===== config.mk =====
export PLATFORM = sky130hd
export DESIGN_NAME = sram_dat_ctrl_flat
export DESIGN_NICKNAME = d
export VERILOG_FILES = /design/src/rtl/sram_dat_pkg.sv /design/src/rtl/sram_dat_ctrl_if.sv /design/src/rtl/dat_map_file.sv /design/src/rtl/sram_dat_ctrl.sv /design/src/flat_wrapper.sv
export SDC_FILE = /design/constraint.sdc
export NUM_CORES = 1
export LEC_CHECK = 0
export ABC_AREA = 1
export CAP_MARGIN = 20
export CORE_AREA = 8 8 134 136
export DETAILED_ROUTE_END_ITERATION = 16
export DIE_AREA = 0 0 142 144
export HOLD_SLACK_MARGIN = 0.02
export PLACE_DENSITY_LB_ADDON = 0.08
export SETUP_SLACK_MARGIN = 0.2
export SYNTH_ARGS = -nofsm -noshare
export SYNTH_HDL_FRONTEND = slang
export SYNTH_HIERARCHICAL = 1
export SYNTH_SLANG_ARGS = --single-unit
export TNS_END_PERCENT = 5

===== constraint.sdc =====
create_clock -name cpuClockx2 -period 2 [get_ports cpuClockx2]
set_input_delay 0.4 -clock cpuClockx2 [delete_from_list [all_inputs] [get_ports cpuClockx2]]
set_output_delay 0.4 -clock cpuClockx2 [all_outputs]
set_load 0.02 [all_outputs]

===== src/rtl/sram_dat_pkg.sv =====
// Shared constants, FSM encoding and reset-map helper for the SRAM page-map controller.
package sram_dat_pkg;

  localparam logic [15:0] DAT_BASE = 16'hFFE0;
  localparam int unsigned PPN_W    = 7;
  localparam int unsigned SRAM_AW  = PPN_W + 12;

  typedef enum logic [1:0] {
    StIdle,
    StSetup,
    StStrobe
  } dat_state_e;

  // Identity map: logical page i -> physical page i.
  function automatic logic [PPN_W-1:0] dat_reset_ppn(input logic [3:0] idx);
    return PPN_W'(idx);
  endfunction

endpackage


===== src/rtl/sram_dat_ctrl_if.sv =====
// CPU-side and SRAM-side signal bundle of the page-map controller.
interface sram_dat_ctrl_if;
  import sram_dat_pkg::*;

  logic               cpu_phase;
  logic [15:0]        cpu_addr;
  logic               cpu_rw;
  logic [7:0]         cpu_dout;
  logic               ext_sel;
  logic [7:0]         sram_rdata;

  logic [SRAM_AW-1:0] sram_addr;
  logic               sram_ce_n;
  logic               sram_oe_n;
  logic               sram_we_n;
  logic [7:0]         sram_wdata;
  logic               sram_wdata_oe;
  logic [7:0]         cpu_rdata;
  logic               dat_hit;
  logic [7:0]         dat_dout;

  modport master (
    output cpu_phase, cpu_addr, cpu_rw, cpu_dout, ext_sel, sram_rdata,
    input  sram_addr, sram_ce_n, sram_oe_n, sram_we_n, sram_wdata, sram_wdata_oe,
    input  cpu_rdata, dat_hit, dat_dout
  );

  modport slave (
    input  cpu_phase, cpu_addr, cpu_rw, cpu_dout, ext_sel, sram_rdata,
    output sram_addr, sram_ce_n, sram_oe_n, sram_we_n, sram_wdata, sram_wdata_oe,
    output cpu_rdata, dat_hit, dat_dout
  );

endinterface


===== src/rtl/dat_map_file.sv =====
// 16-entry page-map register file: one synchronous write port, two async read ports,
// synchronous reset to the identity map.
module dat_map_file
  import sram_dat_pkg::*;
#(
  parameter int unsigned PpnW = PPN_W
) (
  input  logic            clk_i,
  input  logic            n_reset_i,
  input  logic            we_i,
  input  logic [3:0]      waddr_i,
  input  logic [PpnW-1:0] wdata_i,
  input  logic [3:0]      tr_idx_i,
  output logic [PpnW-1:0] tr_ppn_o,
  input  logic [3:0]      rb_idx_i,
  output logic [PpnW-1:0] rb_ppn_o
);

  logic [PpnW-1:0] map_q [16];

  always_ff @(posedge clk_i) begin
    if (!n_reset_i) begin
      for (int i = 0; i < 16; i++) begin
        map_q[i] <= PpnW'(dat_reset_ppn(4'(i)));
      end
    end else if (we_i) begin
      map_q[waddr_i] <= wdata_i;
    end
  end

  assign tr_ppn_o = map_q[tr_idx_i];
  assign rb_ppn_o = map_q[rb_idx_i];

endmodule


===== src/rtl/sram_dat_ctrl.sv =====
// CPU-to-SRAM bridge: page translation through the map file, half-cycle CE/OE/WE strobes,
// write-data drive and a latched read copy.
module sram_dat_ctrl
  import sram_dat_pkg::*;
#(
  parameter logic [15:0] DatBase    = DAT_BASE,
  parameter bit          FixTopPage = 1'b1
) (
  input logic            cpuClockx2,
  input logic            n_reset,
  sram_dat_ctrl_if.slave bus
);

  dat_state_e       state_q, state_d;
  logic             ce_n_q, ce_n_d;
  logic             oe_n_q, oe_n_d;
  logic             we_n_q, we_n_d;
  logic             wdata_oe_q, wdata_oe_d;
  logic [7:0]       wdata_q, wdata_d;
  logic [7:0]       rdata_q, rdata_d;

  logic [3:0]       page;
  logic             dat_hit;
  logic             map_we;
  logic [PPN_W-1:0] tr_ppn, rb_ppn, ppn;

  assign page    = bus.cpu_addr[15:12];
  assign dat_hit = (bus.cpu_addr[15:4] == DatBase[15:4]);

  // cpuClock flips on every clk edge, so the next half-cycle is ~cpu_phase.
  always_comb begin
    state_d    = StIdle;
    ce_n_d     = 1'b1;
    oe_n_d     = 1'b1;
    we_n_d     = 1'b1;
    wdata_oe_d = 1'b0;
    wdata_d    = wdata_q;
    rdata_d    = rdata_q;
    map_we     = 1'b0;

    if (!n_reset) begin
      wdata_d = '0;
      rdata_d = '0;
    end else begin
      state_d = bus.cpu_phase ? StStrobe : StSetup;
      if (state_d == StStrobe) begin
        // Map registers shadow SRAM: a DAT access never strobes the chip.
        if (dat_hit) begin
          map_we = ~bus.cpu_rw;
        end else if (bus.ext_sel) begin
          ce_n_d = 1'b0;
          if (bus.cpu_rw) begin
            oe_n_d = 1'b0;
          end else begin
            we_n_d     = 1'b0;
            wdata_oe_d = 1'b1;
            wdata_d    = bus.cpu_dout;
          end
        end
      end else if (state_q == StStrobe && !oe_n_q) begin
        rdata_d = bus.sram_rdata;
      end
    end
  end

  always_ff @(posedge cpuClockx2) begin
    state_q    <= state_d;
    ce_n_q     <= ce_n_d;
    oe_n_q     <= oe_n_d;
    we_n_q     <= we_n_d;
    wdata_oe_q <= wdata_oe_d;
    wdata_q    <= wdata_d;
    rdata_q    <= rdata_d;
  end

  dat_map_file #(
    .PpnW (PPN_W)
  ) u_map (
    .clk_i     (cpuClockx2),
    .n_reset_i (n_reset),
    .we_i      (map_we),
    .waddr_i   (bus.cpu_addr[3:0]),
    .wdata_i   (bus.cpu_dout[PPN_W-1:0]),
    .tr_idx_i  (page),
    .tr_ppn_o  (tr_ppn),
    .rb_idx_i  (bus.cpu_addr[3:0]),
    .rb_ppn_o  (rb_ppn)
  );

  // Page F can be pinned so vectors and I/O survive any map contents.
  assign ppn = (FixTopPage && page == 4'hF) ? PPN_W'(4'hF) : tr_ppn;

  assign bus.sram_addr     = {ppn, bus.cpu_addr[11:0]};
  assign bus.sram_ce_n     = ce_n_q;
  assign bus.sram_oe_n     = oe_n_q;
  assign bus.sram_we_n     = we_n_q;
  assign bus.sram_wdata    = wdata_q;
  assign bus.sram_wdata_oe = wdata_oe_q;
  assign bus.cpu_rdata     = rdata_q;
  assign bus.dat_hit       = dat_hit;
  assign bus.dat_dout      = 8'(rb_ppn);

endmodule

===== src/flat_wrapper.sv =====
// flat-port wrapper written by rule: the top's interface ports become plain ports
module sram_dat_ctrl_flat import sram_dat_pkg::*;
#(
  parameter logic [15:0] DatBase    = DAT_BASE,
  parameter bit          FixTopPage = 1'b1
)
  (cpuClockx2, n_reset, bus_cpu_phase, bus_cpu_addr, bus_cpu_rw, bus_cpu_dout, bus_ext_sel, bus_sram_rdata, bus_sram_addr, bus_sram_ce_n, bus_sram_oe_n, bus_sram_we_n, bus_sram_wdata, bus_sram_wdata_oe, bus_cpu_rdata, bus_dat_hit, bus_dat_dout);
  sram_dat_ctrl_if bus_i ();
  input logic cpuClockx2;
  input logic n_reset;
  input wire logic [$bits(bus_i.cpu_phase)-1:0] bus_cpu_phase;
  input wire logic [$bits(bus_i.cpu_addr)-1:0] bus_cpu_addr;
  input wire logic [$bits(bus_i.cpu_rw)-1:0] bus_cpu_rw;
  input wire logic [$bits(bus_i.cpu_dout)-1:0] bus_cpu_dout;
  input wire logic [$bits(bus_i.ext_sel)-1:0] bus_ext_sel;
  input wire logic [$bits(bus_i.sram_rdata)-1:0] bus_sram_rdata;
  output wire logic [$bits(bus_i.sram_addr)-1:0] bus_sram_addr;
  output wire logic [$bits(bus_i.sram_ce_n)-1:0] bus_sram_ce_n;
  output wire logic [$bits(bus_i.sram_oe_n)-1:0] bus_sram_oe_n;
  output wire logic [$bits(bus_i.sram_we_n)-1:0] bus_sram_we_n;
  output wire logic [$bits(bus_i.sram_wdata)-1:0] bus_sram_wdata;
  output wire logic [$bits(bus_i.sram_wdata_oe)-1:0] bus_sram_wdata_oe;
  output wire logic [$bits(bus_i.cpu_rdata)-1:0] bus_cpu_rdata;
  output wire logic [$bits(bus_i.dat_hit)-1:0] bus_dat_hit;
  output wire logic [$bits(bus_i.dat_dout)-1:0] bus_dat_dout;
  assign bus_i.cpu_phase = bus_cpu_phase;
  assign bus_i.cpu_addr = bus_cpu_addr;
  assign bus_i.cpu_rw = bus_cpu_rw;
  assign bus_i.cpu_dout = bus_cpu_dout;
  assign bus_i.ext_sel = bus_ext_sel;
  assign bus_i.sram_rdata = bus_sram_rdata;
  assign bus_sram_addr = bus_i.sram_addr;
  assign bus_sram_ce_n = bus_i.sram_ce_n;
  assign bus_sram_oe_n = bus_i.sram_oe_n;
  assign bus_sram_we_n = bus_i.sram_we_n;
  assign bus_sram_wdata = bus_i.sram_wdata;
  assign bus_sram_wdata_oe = bus_i.sram_wdata_oe;
  assign bus_cpu_rdata = bus_i.cpu_rdata;
  assign bus_dat_hit = bus_i.dat_hit;
  assign bus_dat_dout = bus_i.dat_dout;
  sram_dat_ctrl #(.DatBase(DatBase), .FixTopPage(FixTopPage)) u_core (.cpuClockx2(cpuClockx2), .n_reset(n_reset), .bus(bus_i));
endmodule

* After elaboration in Yosys (flattened, before gate mapping)
Memory sizes are Yosys's and may differ from the RTL's.
Index checks and enable logic that the tools add are counted.
** Storage, ports and cells
- Register bits :: 22
- Bits in writable memories :: 112
- Input bits :: 37
- Logic and storage cells :: 39
- Memories kept :: 1
** Memory list
- u_core.u_map.map_q :: words 16, width 7, read ports 2, clocked after Yosys merged registers in 0, write ports 16, RTL line dat_map_file.sv:19 : logic [PpnW-1:0] map_q [16];
** Operators by class
- Eq/ne operators :: 4
- Mux-type cells :: 15
- Bitwise gates (word level) :: 5
- Reductions and logical operators :: 7
** Operators by type and width (number)
- 7-bit two-way mux :: 2
- 12-bit == test (second input constant) :: 1
- 1-bit two-way mux :: 11
- 7-bit OR reduction :: 1
- 1-bit inverter :: 5
- 2-bit == test (second input constant) :: 2
- 4-bit == test (second input constant) :: 1
- 4-bit two-way mux :: 1
- 4-bit AND reduction :: 1
- 4-bit OR reduction :: 1
- 3-bit OR reduction :: 1
- 2-bit two-way mux :: 1
- 2-bit AND reduction :: 1
- 1-bit logical AND :: 1
- 1-bit zero test :: 1

* Logic depth before layout (Yosys ltp)
Gate-level depths: netlist (run 1).
- Word-level depth :: 9
- Depth in mapped cells :: 12

* Hierarchy
The synthesis (run 1) kept the hierarchy.
** Modules (own cells, without submodules)
- dat_map_file :: times used 1, cells an instance 895, area an instance 6645.1 µm², sequential area each 3363.2 µm²
- sram_dat_ctrl :: times used 1, cells an instance 157, area an instance 1148.6 µm², sequential area each 440.4 µm²

* Worst setup path before layout (run 1)
Ideal clock, no wire load.
- Path type :: input to register
- From :: input port bus_cpu_addr[12]
- To :: memory u_core/u_map/map_q[12][0] (netlist bit), enable pin
- Arrival :: 1794 ps
- Data required time :: 1676 ps
- Setup slack :: -118 ps
- Stages on the path :: 11
- Path buffers :: 1
- Cells stage by stage :: nand2_1 -> nor2_8 -> nand3_4 -> buf_6 -> nor3_2 -> nand2_4 -> inv_2 -> nand3_2 -> nor2_1 -> inv_1 -> nand2_1
** RTL lines
- start: declaration :: RTL line flat_wrapper.sv:12 : input wire logic [$bits(bus_i.cpu_addr)-1:0] bus_cpu_addr;
- end: declaration :: RTL line dat_map_file.sv:19

==> impl_results.md, run 1 <==
* Status: finished, violations left
* Failing checks: negative setup slack
* Sequential share of the synthesized area at 0.488
* Post-Route WL at 27.5 mm
* Worst hold slack at 0.291 ns
* Final Worst Setup Slack at -0.0555 ns
* First-pass GRT wire length at 42.0 mm
* Placer Congestion at 0.965
* Type of the worst setup path: reg2out
* RSZ-0062 raised after global routing: yes
* CTS Hold Bufs at 0
* Minimum clock period at 2.06 ns
* Total negative setup slack at -0.211 ns
* Fmax at 486 MHz
* CTS tree: yes
* Most common cell on crit path: nand3_1
* Clock root cell: clkbuf_16
* R2R Setup Slk at 0.94 ns
* Fillcell total at 1266
* Antenna violations before repair at 0
* Via count at 7854
* Vias in the first global route at 7779
* Area growth from synthesis to layout at 45.4%
* Reg clk slew, reported paths at 0.06 ns
* Post-placement cell area at 0.00954 mm^2
* Post-Layout Inst Area at 0.0113 mm^2
* Row Count at 47
* Die width at 142 um
* DR WL/cell at 19.2 um
* Mapped Nets at 1089
* Layout cells sized above 1 at 0.358
* I/O pin count at 85
* Mapped cell area at 0.00779 mm^2
* Slowest cell on the critical path: edfxtp_1
* Min-delay worst type: in2reg
* Final hold viol count at 0
* Final Max Slew Viols at 0
* Most common cell after layout, fill and taps aside: nand2_1
* Number of DRC markers in iteration 0 at 1211
* Most frequent cells in the layout: nand2_1 (261), edfxtp_1 (112), nand3_1 (105), inv_1 (98), nand3_2 (96)
* CP endpoint kind: output port
* Port Buffers at 83
* Via-per-instance ratio at 5.48
* Yosys cell types at 28
* Post-DP HPWL at 17.5 mm
* Period utilisation layout at 1.03
* Core Util, Final at 0.706
* Peak supply drop at 0.000550 V
* Ys Warns at 6
* Max-Cap Viols at 0
* CTS max path bufs at 2
* Die area at 0.0204 mm^2
* Post-DRT Antenna Nets at 0
* Startpoint types: register
* P_leak at 5.35 nW
* Diode count at 0
* Critical path peak fanout at 2
* Worst Tran Pin Value at 0.771 ns
* Endpoints failing setup at 6
* GR Overflow Total at 0
* Placed Cells incl. Taps at 1380
* Largest net degree at the start of global routing at 55
* DRT Pass-1 Iters at 7
* FF+latch count, synth at 134
* Non-Filler Instances at 1434
* TritonCTS Sinks at 134
* Total Nets Final at 1238
* CTS Buf Count at 17
* H-Tree Level Count at 4
* Max Clock Skew at 0.00362 ns
* Die Y at 144 um
* Worst Path Required at 1.60 ns
* Core Area at 0.0161 mm^2
* Clk_lat worst skew at 0.42 ns
* Worst path cell trace: inv_1 -> nand2_1 -> nand3_1 -> nand3_1 -> nand3_1 -> nand2_1 -> or2_4 -> buf_6
* Post-Syn Instances at 1052
* Avg Inst Size Synth at 7.41 um^2
* Starting Density at 0.485
* Pwr dens at 733 mW/mm^2
* Slew Limit Headroom at 0.486
* Drc violations at 0
* GRT Total Usage at 0.275
* Worst EP arrival at 1.66 ns
* Worst stage delay on the critical path at 0.38 ns
metal layers:
layer,wire length [um],vias to the layer above,GRT usage,share of wire
met5,0,-,0,0
met4,1470,0,0.155,0.053
met3,2990,114,0.0832,0.11
met2,12700,500,0.443,0.46
met1,10400,3641,0.323,0.38
li1,-,3599,-,-
cell type report:
class	count	area (um^2)	share of cell area
sequential	134	3800	0.336
multi-input combinational	663	3770	0.332
timing repair buffer	197	2090	0.185
inverter	188	717	0.0633
tap	220	275	0.0243
clock buffer	17	425	0.0375
clock inverter	15	250	0.0221
Yosys cell counts:
cell      number  area, um^2
buf_6          1        11.3
nand2_4        1        11.3
nand3_4        2        35.0
or2_2          4        25.0
conb_1         1        3.75
buf_4         14         105
buf_2         32         160
nand4_1        9        56.3
nor2_8         1        20.0
nand3_1      200        1000
nand2_1      314        1180
a21oi_1        8        40.0
dfxtp_1       22         440
nand3_2        3        30.0
nor2_1        95         357
nor3_4         2        32.5
inv_2          4        15.0
clkbuf_1      14        52.6
nor2_2        12        75.1
nor2_4         1        11.3
buf_1          6        22.5
nand2_2        1        6.26
o21ai_0        6        30.0
o21ai_1        2        10.0
clkinv_1       8        30.0
inv_1        176         661
nor3_2         1        10.0
edfxtp_1     112        3360
logic make-up (layout without fill, tap and decap cells):
logic type      count (synthesis)  count (layout)  synth area share
compound gates                 16              16            0.0103
buf+inv                       255             417             0.136
flops                         134             134             0.488
other cells                     1               1          0.000481
simple gates                  646             646             0.366
path summary, 6_finish.rpt:
kind                            start                       to  cells after the start
max          u_core/u_map/map_q[2][3]        bus_sram_addr[15]                      8
max reg2reg      u_core/bus.sram_oe_n  u_core/bus.cpu_rdata[1]                      4
min                           n_reset        u_core/state_q[1]                      3
min reg2reg   u_core/bus.cpu_rdata[4]  u_core/bus.cpu_rdata[4]                      2
stage by stage:
step	total power [mW]	setup WS, ns
floorplan	3.91	0.0772
global placement	4.46	-0.820
detailed placement	4.47	-0.818
CTS	8.23	-0.0417
global route	8.58	-0.130
finish	8.31	-0.0555
repair_timing:
action / 4_1_cts / 5_1_grt
cloned: 7 / 0
resized for setup: 296 / 97
setup buffers: 9 / 6
pin swaps: 71 / 38
endpoints found under the setup margin: 255 / 249
report_power, final:
group | total [mW] | internal, mW | switching, mW
logic | 1.51 | 0.600 | 0.912
registers | 3.20 | 3.15 | 0.0518
clock network | 3.60 | 2.35 | 1.25
registers in the layout (all words and copies together), names as in the netlist:
| name | cells |
|---|---|
| u_core/bus.cpu_rdata | 8 |
| u_core/bus.sram_ce_n | 1 |
| u_core/bus.sram_oe_n | 1 |
| u_core/bus.sram_wdata | 8 |
| u_core/bus.sram_wdata_oe | 1 |
| u_core/bus.sram_we_n | 1 |
| u_core/state_q | 2 |
| u_core/u_map/map_q | 112 |
worst max-delay path: cells and delay by family (launching register included):
family | cells | cell delay, ns
simple gates | 6 | 0.63
buf+inv | 2 | 0.22
flops | 1 | 0.38
Note: power is estimated with default switching activity, not from simulation.
==> run 2: changes to the inputs <==
CTS_CLUSTER_SIZE = 16   (was unset)
clock period = 2.56 ns   (was 2 ns; I/O delays follow)
==> run 2 against run 1 <==
The flow now finishes without violations. Clock power shrank 33%. Wire length shrank 11%. Flip-flop and latch count unchanged. Non-clock buffer count is 33 lower. Utilization shrank 9.0 points. Global-route usage decreased by 2.6 points. Highest routed layer unchanged. Worst hold slack improved by 0.16 ns. Sequential share of layout area grew 4.9 points. Critical path depth fell by 2. Total power fell by 30%. Via count shrank 7.5%. Cell area down 13%.
==> impl_results.md, run 2 (synthesized netlist as in run 1, its figures left out) <==
* Status: complete, no violations
* CTS tree: yes
* M2 GR Usage at 0.417
* Met3 Use GR at 0.0588
* PnR Total Power at 5.84 mW
* Via-per-instance ratio at 5.19
* Layout cells sized above 1 at 0.140
* Reg clk slew, reported paths at 0.06 ns
* Final Max Slew Viols at 0
* GR Overflow Total at 0
* Met1 usage at 0.287
* Min-delay worst type: reg2reg
* CP endpoint kind: output port
* Placer Congestion at 1.04
* First-pass GRT wire length at 38.3 mm
* Fillcell total at 1448
* DR WL/cell at 17.4 um
* Post-Route WL at 24.4 mm
* RSZ-0062 raised after global routing: yes
* Hold Crit Endpoint: u_core/bus.cpu_rdata[3]
* I/O pin count at 85
* Post-Layout Inst Area at 0.00989 mm^2
* Worst Path Required at 2.05 ns
* Slowest cell on the critical path: clkdlybuf4s50_1
* Type of the worst setup path: in2out
* Vias in the first global route at 7277
* Worst flop-to-flop path endpoint: u_core/bus.cpu_rdata[2]
* Most common cell after layout, fill and taps aside: nand2_1
* Worst hold slack at 0.446 ns
* Peak supply drop at 0.000422 V
* Via count at 7268
* Starting Density at 0.485
* R2R Setup Slk at 1.47 ns
* Final hold viol count at 0
* Post-placement cell area at 0.00926 mm^2
* Max Clock Skew at 0.00143 ns
* Minimum clock period at 2.42 ns
* Area growth from synthesis to layout at 26.9%
* Total Nets Final at 1205
* Fmax at 413 MHz
* Die Y at 144 um
* CTS max path bufs at 2
* Endpoints failing setup at 0
* Die width at 142 um
* Period utilisation layout at 0.945
* Most common cell on crit path: nand3_1
* Cell count of the worst hold path at 2
* Clock root cell: clkbuf_16
* Place WS at -0.448 ns
* Core Area at 0.0161 mm^2
* Row Count at 47
* Critical path peak fanout at 18
* CP top delay family: buffers and inverters
* P_leak at 4.65 nW
* Post-DRT Antenna Nets at 0
* Worst path cell trace: clkdlybuf4s50_1 -> buf_12 -> nand3_1 -> nand3_1 -> nand2_1 -> clkdlybuf4s15_2
* Drc violations at 0
* Number of DRC markers in iteration 0 at 623
* Max FFs per register at 112
* GRT Total Usage at 0.250
* Buf+Inv Stages, Crit Path at 3
* Hold path startpoint: u_core/bus.cpu_rdata[3]
* DRT Pass-1 Iters at 6
* Worst stage delay on the critical path at 0.53 ns
* H-Tree Level Count at 4
* Port Buffers at 83
* Critical R2R Launch: u_core/bus.sram_oe_n
* Worst EP arrival at 1.91 ns
* GR peak layer: met2
* Diode count at 0
* Reg2reg path depth at 4
* Die area at 0.0204 mm^2
* Post-DP HPWL at 17.7 mm
* TritonCTS Sinks at 134
* Clk_lat worst skew at 0.42 ns
* Startpoint types: input port
* CTS Hold Bufs at 0
* Most frequent cells in the layout: nand2_1 (314), nand3_1 (199), inv_1 (174), edfxtp_1 (112), nor2_1 (94)
* Largest net degree at the start of global routing at 37
* CTS Buf Count at 17
* Max-Cap Viols at 0
* Antenna violations before repair at 0
* Largest register by flop count: u_core/u_map/map_q
* Final Worst Setup Slack at 0.141 ns
* Pwr dens at 590 mW/mm^2
==> run 2: cell types whose count changed in the layout (fill, tap and decap cells not counted), moves of 24 or more <==
cell / delta
clkdlybuf4s50_1: +28
buf_6: -24
nand3_2: -92
inv_2: -73
inv_1: +76
nand2_2: -33
nand2_1: +53
nand3_1: +94
==> run 2: per-stage QoR <==
step	std cells	util	TNS [ns]
3_5_place_dp	1367	0.577	-53.83
4_1_cts	1401	0.617	0
3_3_place_gp	1367	0.577	-48.41
2_1_floorplan	1052	-	0
6_report	1401	0.616	0
5_1_grt	1401	0.616	0
==> run 2: worst max-delay path by stage <==
stage / slack (ns) / cells past startpoint / from / endpoint
after floorplan: 0.33 / 11 / bus_cpu_addr[12] / u_core/u_map/map_q[12][0]
after global routing: 0.08 / 11 / bus_cpu_addr[12] / bus_sram_addr[18]
after CTS: 0.14 / 7 / bus_cpu_addr[2] / bus_dat_dout[6]
after detailed placement: -0.45 / 9 / bus_cpu_addr[13] / bus_sram_addr[12]
after global placement: -0.44 / 9 / bus_cpu_addr[13] / bus_sram_addr[14]
final: 0.14 / 6 / bus_cpu_addr[2] / bus_dat_dout[1]
==> run 2: worst reg2reg max path, cell delays in order (launching register included) <==
cell and delay (ns):
dfxtp_1 0.31, nor2_1 0.11, nand3_2 0.25, o21ai_0 0.25, a21oi_1 0.06
==> run 2: where the power goes <==
group          switching (mW)  total [mW]  internal, mW  leakage, nW
combinational           0.585       0.919         0.334         3.08
sequential             0.0304        2.49          2.46         1.26
clock                   0.964        2.43          1.47        0.304
==> run 2: layout make-up <==
cell class | count | area [um^2] | share of cell area
well taps | 220 | 275 | 0.0278
clock buffers | 22 | 522 | 0.0528
inverters | 188 | 708 | 0.0716
multi-input cells | 663 | 2940 | 0.297
flip-flops and latches | 134 | 3800 | 0.385
clock inverters | 10 | 76.3 | 0.00772
repair buffers | 164 | 1560 | 0.158
==> run 2: repair_timing <==
action,CTS,global route
buffers inserted,1,0
gates cloned,1,0
resized for setup,57,11
pin swaps,0,0
endpoints found under the setup margin,136,95
==> run 2: routing by layer <==
metal | part of all wire | up-vias
met3 | 0.073 | 77
li1 | - | 3516
met5 | 0 | -
met2 | 0.48 | 351
met4 | 0.050 | 0
met1 | 0.39 | 3324
==> run 3: changes to the inputs <==
CORE_AREA = 8 8 132 134   (was 8 8 134 136)
CTS_CLUSTER_DIAMETER = 200   (was unset)
DIE_AREA = 0 0 140 142   (was 0 0 142 144)
PLACE_DENSITY = 0.79   (was unset)
PLACE_DENSITY_LB_ADDON = unset   (was 0.08)
SYNTH_HIERARCHICAL = unset   (was 1)
==> run 3 against run 2 <==
Clock skew is 0.0053 ns higher. Wire length is 5.7% lower. Flip-flop and latch count stayed put. Critical path type unchanged. Largest cell class unchanged.
==> impl_results.md, run 3 <==
* Status: complete, no violations
* Drc violations at 0
* P_leak at 4.21 nW
* Clock root cell: clkbuf_16
* Die Y at 142 um
* FF+latch count, synth at 134
* Worst Path Required at 2.05 ns
* Final Max Slew Viols at 0
* Critical R2R Launch: u_core.state_q[0]
* Sequential cell area at 0.00380 mm^2
* Switch share at 0.276
* Starting Density at 0.485
* Most common cell after layout, fill and taps aside: nand2_1
* Max-Cap Viols at 0
* Top FF cell, synth: edfxtp_1
* Core Area at 0.0154 mm^2
* Diode count at 0
* Largest register by flop count: u_core.u_map.map_q
* Fillcell total at 1298
* Total Nets Final at 1080
* Reg clk slew, reported paths at 0.05 ns
* Vias in the first global route at 6677
* Startpoint types: input port
* RSZ-0062 raised after global routing: yes
* Post-DRT Antenna Nets at 0
* GRT Total Usage at 0.229
* Worst Setup SP: bus_cpu_addr[2]
* Min-delay worst type: reg2reg
* DR WL/cell at 18.5 um
* Asr flop ratio synth at 0
* Footprint of the multi-input gates at 0.00294 mm^2
* Type of the worst setup path: in2out
* Final Worst Setup Slack at 0.159 ns
* Max Clock Skew at 0.00675 ns
* GR Overflow Total at 0
* Die area at 0.0199 mm^2
* CP endpoint kind: output port
* Internal power at 4.03 mW
* CTS max path bufs at 2
* Critical path peak fanout at 5
* Pwr dens at 572 mW/mm^2
* Post-DP HPWL at 16.0 mm
* DRT Pass-1 Iters at 5
* Sequential power share at 0.452
* I/O pin count at 85
* Most frequent cells in the layout: nand2_1 (260), edfxtp_1 (112), inv_1 (104), nor2_1 (103), buf_4 (72)
* Clock share of power at 0.388
* Post-Route WL at 23.0 mm
* Via count at 6939
* Placer Congestion at 0.938
* CTS Buf Count at 17
* Share of the synthesized area in the top cell type at 0.450
* Clk_lat worst skew at 0.43 ns
* Minimum clock period at 2.40 ns
* Via-per-instance ratio at 5.56
* Reg2reg path depth at 5
* Layout cells sized above 1 at 0.199
* Avg Inst Size Synth at 8.19 um^2
* Largest net degree at the start of global routing at 35
* Mapped cell area at 0.00748 mm^2
* Total negative setup slack at 0 ns
* Worst EP arrival at 1.89 ns
* TritonCTS Sinks at 134
* Peak supply drop at 0.000423 V
* Area leader, netlist: edfxtp_1
* First-pass GRT wire length at 34.8 mm
* Commonest cells in the netlist: nand2_1 (263), edfxtp_1 (112), inv_1 (107)
* CTS tree: yes
* R2R Setup Slk at 1.41 ns
* Fmax at 416 MHz
* Sequential share of the synthesized area at 0.508
* Number of DRC markers in iteration 0 at 915
* Worst Tran Pin Value at 0.860 ns
* Period utilisation layout at 0.938
* Switching pwr at 1.53 mW
* Area growth from synthesis to layout at 30.0%
* H-Tree Level Count at 4
* Place WS at -0.628 ns
* Final hold viol count at 0
* Post-Syn Instances at 913
* Slew Limit Headroom at 0.423
* Combinational share of power at 0.160
* CTS Hold Bufs at 0
* Ys Warns at 0
* Die width at 140 um
* Antenna violations before repair at 0
* Max FFs per register at 112
* Largest cells by area after synthesis: edfxtp_1 (45%), nand2_1 (13%), dfxtp_1 (5.9%), inv_1 (5.4%), nor2_1 (5.3%)
* Mapped Nets at 950
* Row Count at 46
* Endpoints failing setup at 0
* Worst flop-to-flop path endpoint: u_core.bus.cpu_rdata[6]
* Number of synthesized flops with an enable pin at 112
* Worst setup path endpoint: bus_dat_dout[6]
* Port Buffers at 83
* Top-count cell post-synth: nand2_1
* Yosys cell types at 29
[run 3: cell count changes after synthesis, moves of 10 or more]
cell	change
nand3_1	-135
nor2_1	+10
clkbuf_1	+11
nand3_4	+15
o22ai_1	+12
o21ai_0	+24
o211ai_1	+16
nand4_1	+12
nand2_1	-51
inv_1	-69
buf_2	-15
[run 3: logic make-up after synthesis]
kind of cell    share of synthesized area
compound gates                     0.0709
buf+inv                             0.109
flops                               0.508
other cells                      0.000501
simple gates                        0.311
[run 3: per-stage QoR]
step,power (mW),hold WS [ns],area (um^2),instances,utilization
after floorplan,3.00,0.561,7480,913,-
after global placement,3.39,0.462,9010,1203,0.584
after detailed placement,3.40,0.471,9010,1203,0.584
after CTS,5.52,0.484,9550,1238,0.619
after global routing,5.75,0.506,9730,1248,0.631
final,5.57,0.481,9730,1248,0.631
[run 3: layout make-up]
| class | count | share of cell area |
|---|---|---|
| sequential | 134 | 0.391 |
| multi-input combinational | 588 | 0.302 |
| timing repair buffer | 175 | 0.179 |
| inverter | 127 | 0.0491 |
| clock buffer | 20 | 0.0449 |
| tap | 192 | 0.0247 |
| clock inverter | 12 | 0.00862 |
[run 3: worst min path at each step]
stage	startpoint	to	slack (ns)	cells past startpoint
after floorplan	u_core.bus.cpu_rdata[0]	u_core.bus.cpu_rdata[0]	0.56	2
after global placement	u_core.bus.cpu_rdata[3]	u_core.bus.cpu_rdata[3]	0.46	2
after detailed placement	u_core.bus.cpu_rdata[1]	u_core.bus.cpu_rdata[1]	0.47	2
after CTS	u_core.bus.cpu_rdata[1]	u_core.bus.cpu_rdata[1]	0.48	2
after global routing	u_core.bus.cpu_rdata[4]	u_core.bus.cpu_rdata[4]	0.51	2
final	u_core.bus.cpu_rdata[1]	u_core.bus.cpu_rdata[1]	0.48	2
[run 3: worst max-delay path, stage by stage]
cell and delay [ns]:
clkdlybuf4s50_1 0.50, inv_1 0.09, nor2_4 0.15, buf_6 0.16, o21ai_1 0.09, nand2_1 0.08, inv_1 0.04, nand2_1 0.09
buf_2 0.17
[run 3: repair_timing]
| item | 4_1_cts | 5_1_grt |
|---|---|---|
| hold endpoints to repair | 0 | 0 |
| resized for setup | 80 | 30 |
| cloned | 1 | 3 |
| buffers inserted | 2 | 7 |
| pin swaps | 2 | 10 |
| setup endpoints to repair | 117 | 108 |
[run 3: power groups by stage]
stage          sequential (mW)  clock, mW  combinational, mW
2_1_floorplan             2.55          0              0.450
3_3_place_gp              2.55          0              0.840
3_5_place_dp              2.56          0              0.846
4_1_cts                   2.51       2.17              0.841
5_1_grt                   2.52       2.27              0.951
6_report                  2.52       2.16              0.890
[run 3: per-layer routing]
metal / global-route usage / wire [um] / up-vias
li1: - / - / 3208
met1: 0.270 / 8860 / 3231
met2: 0.384 / 11000 / 426
met3: 0.0590 / 2310 / 74
met4: 0.110 / 852 / 0
met5: 0 / 0 / -
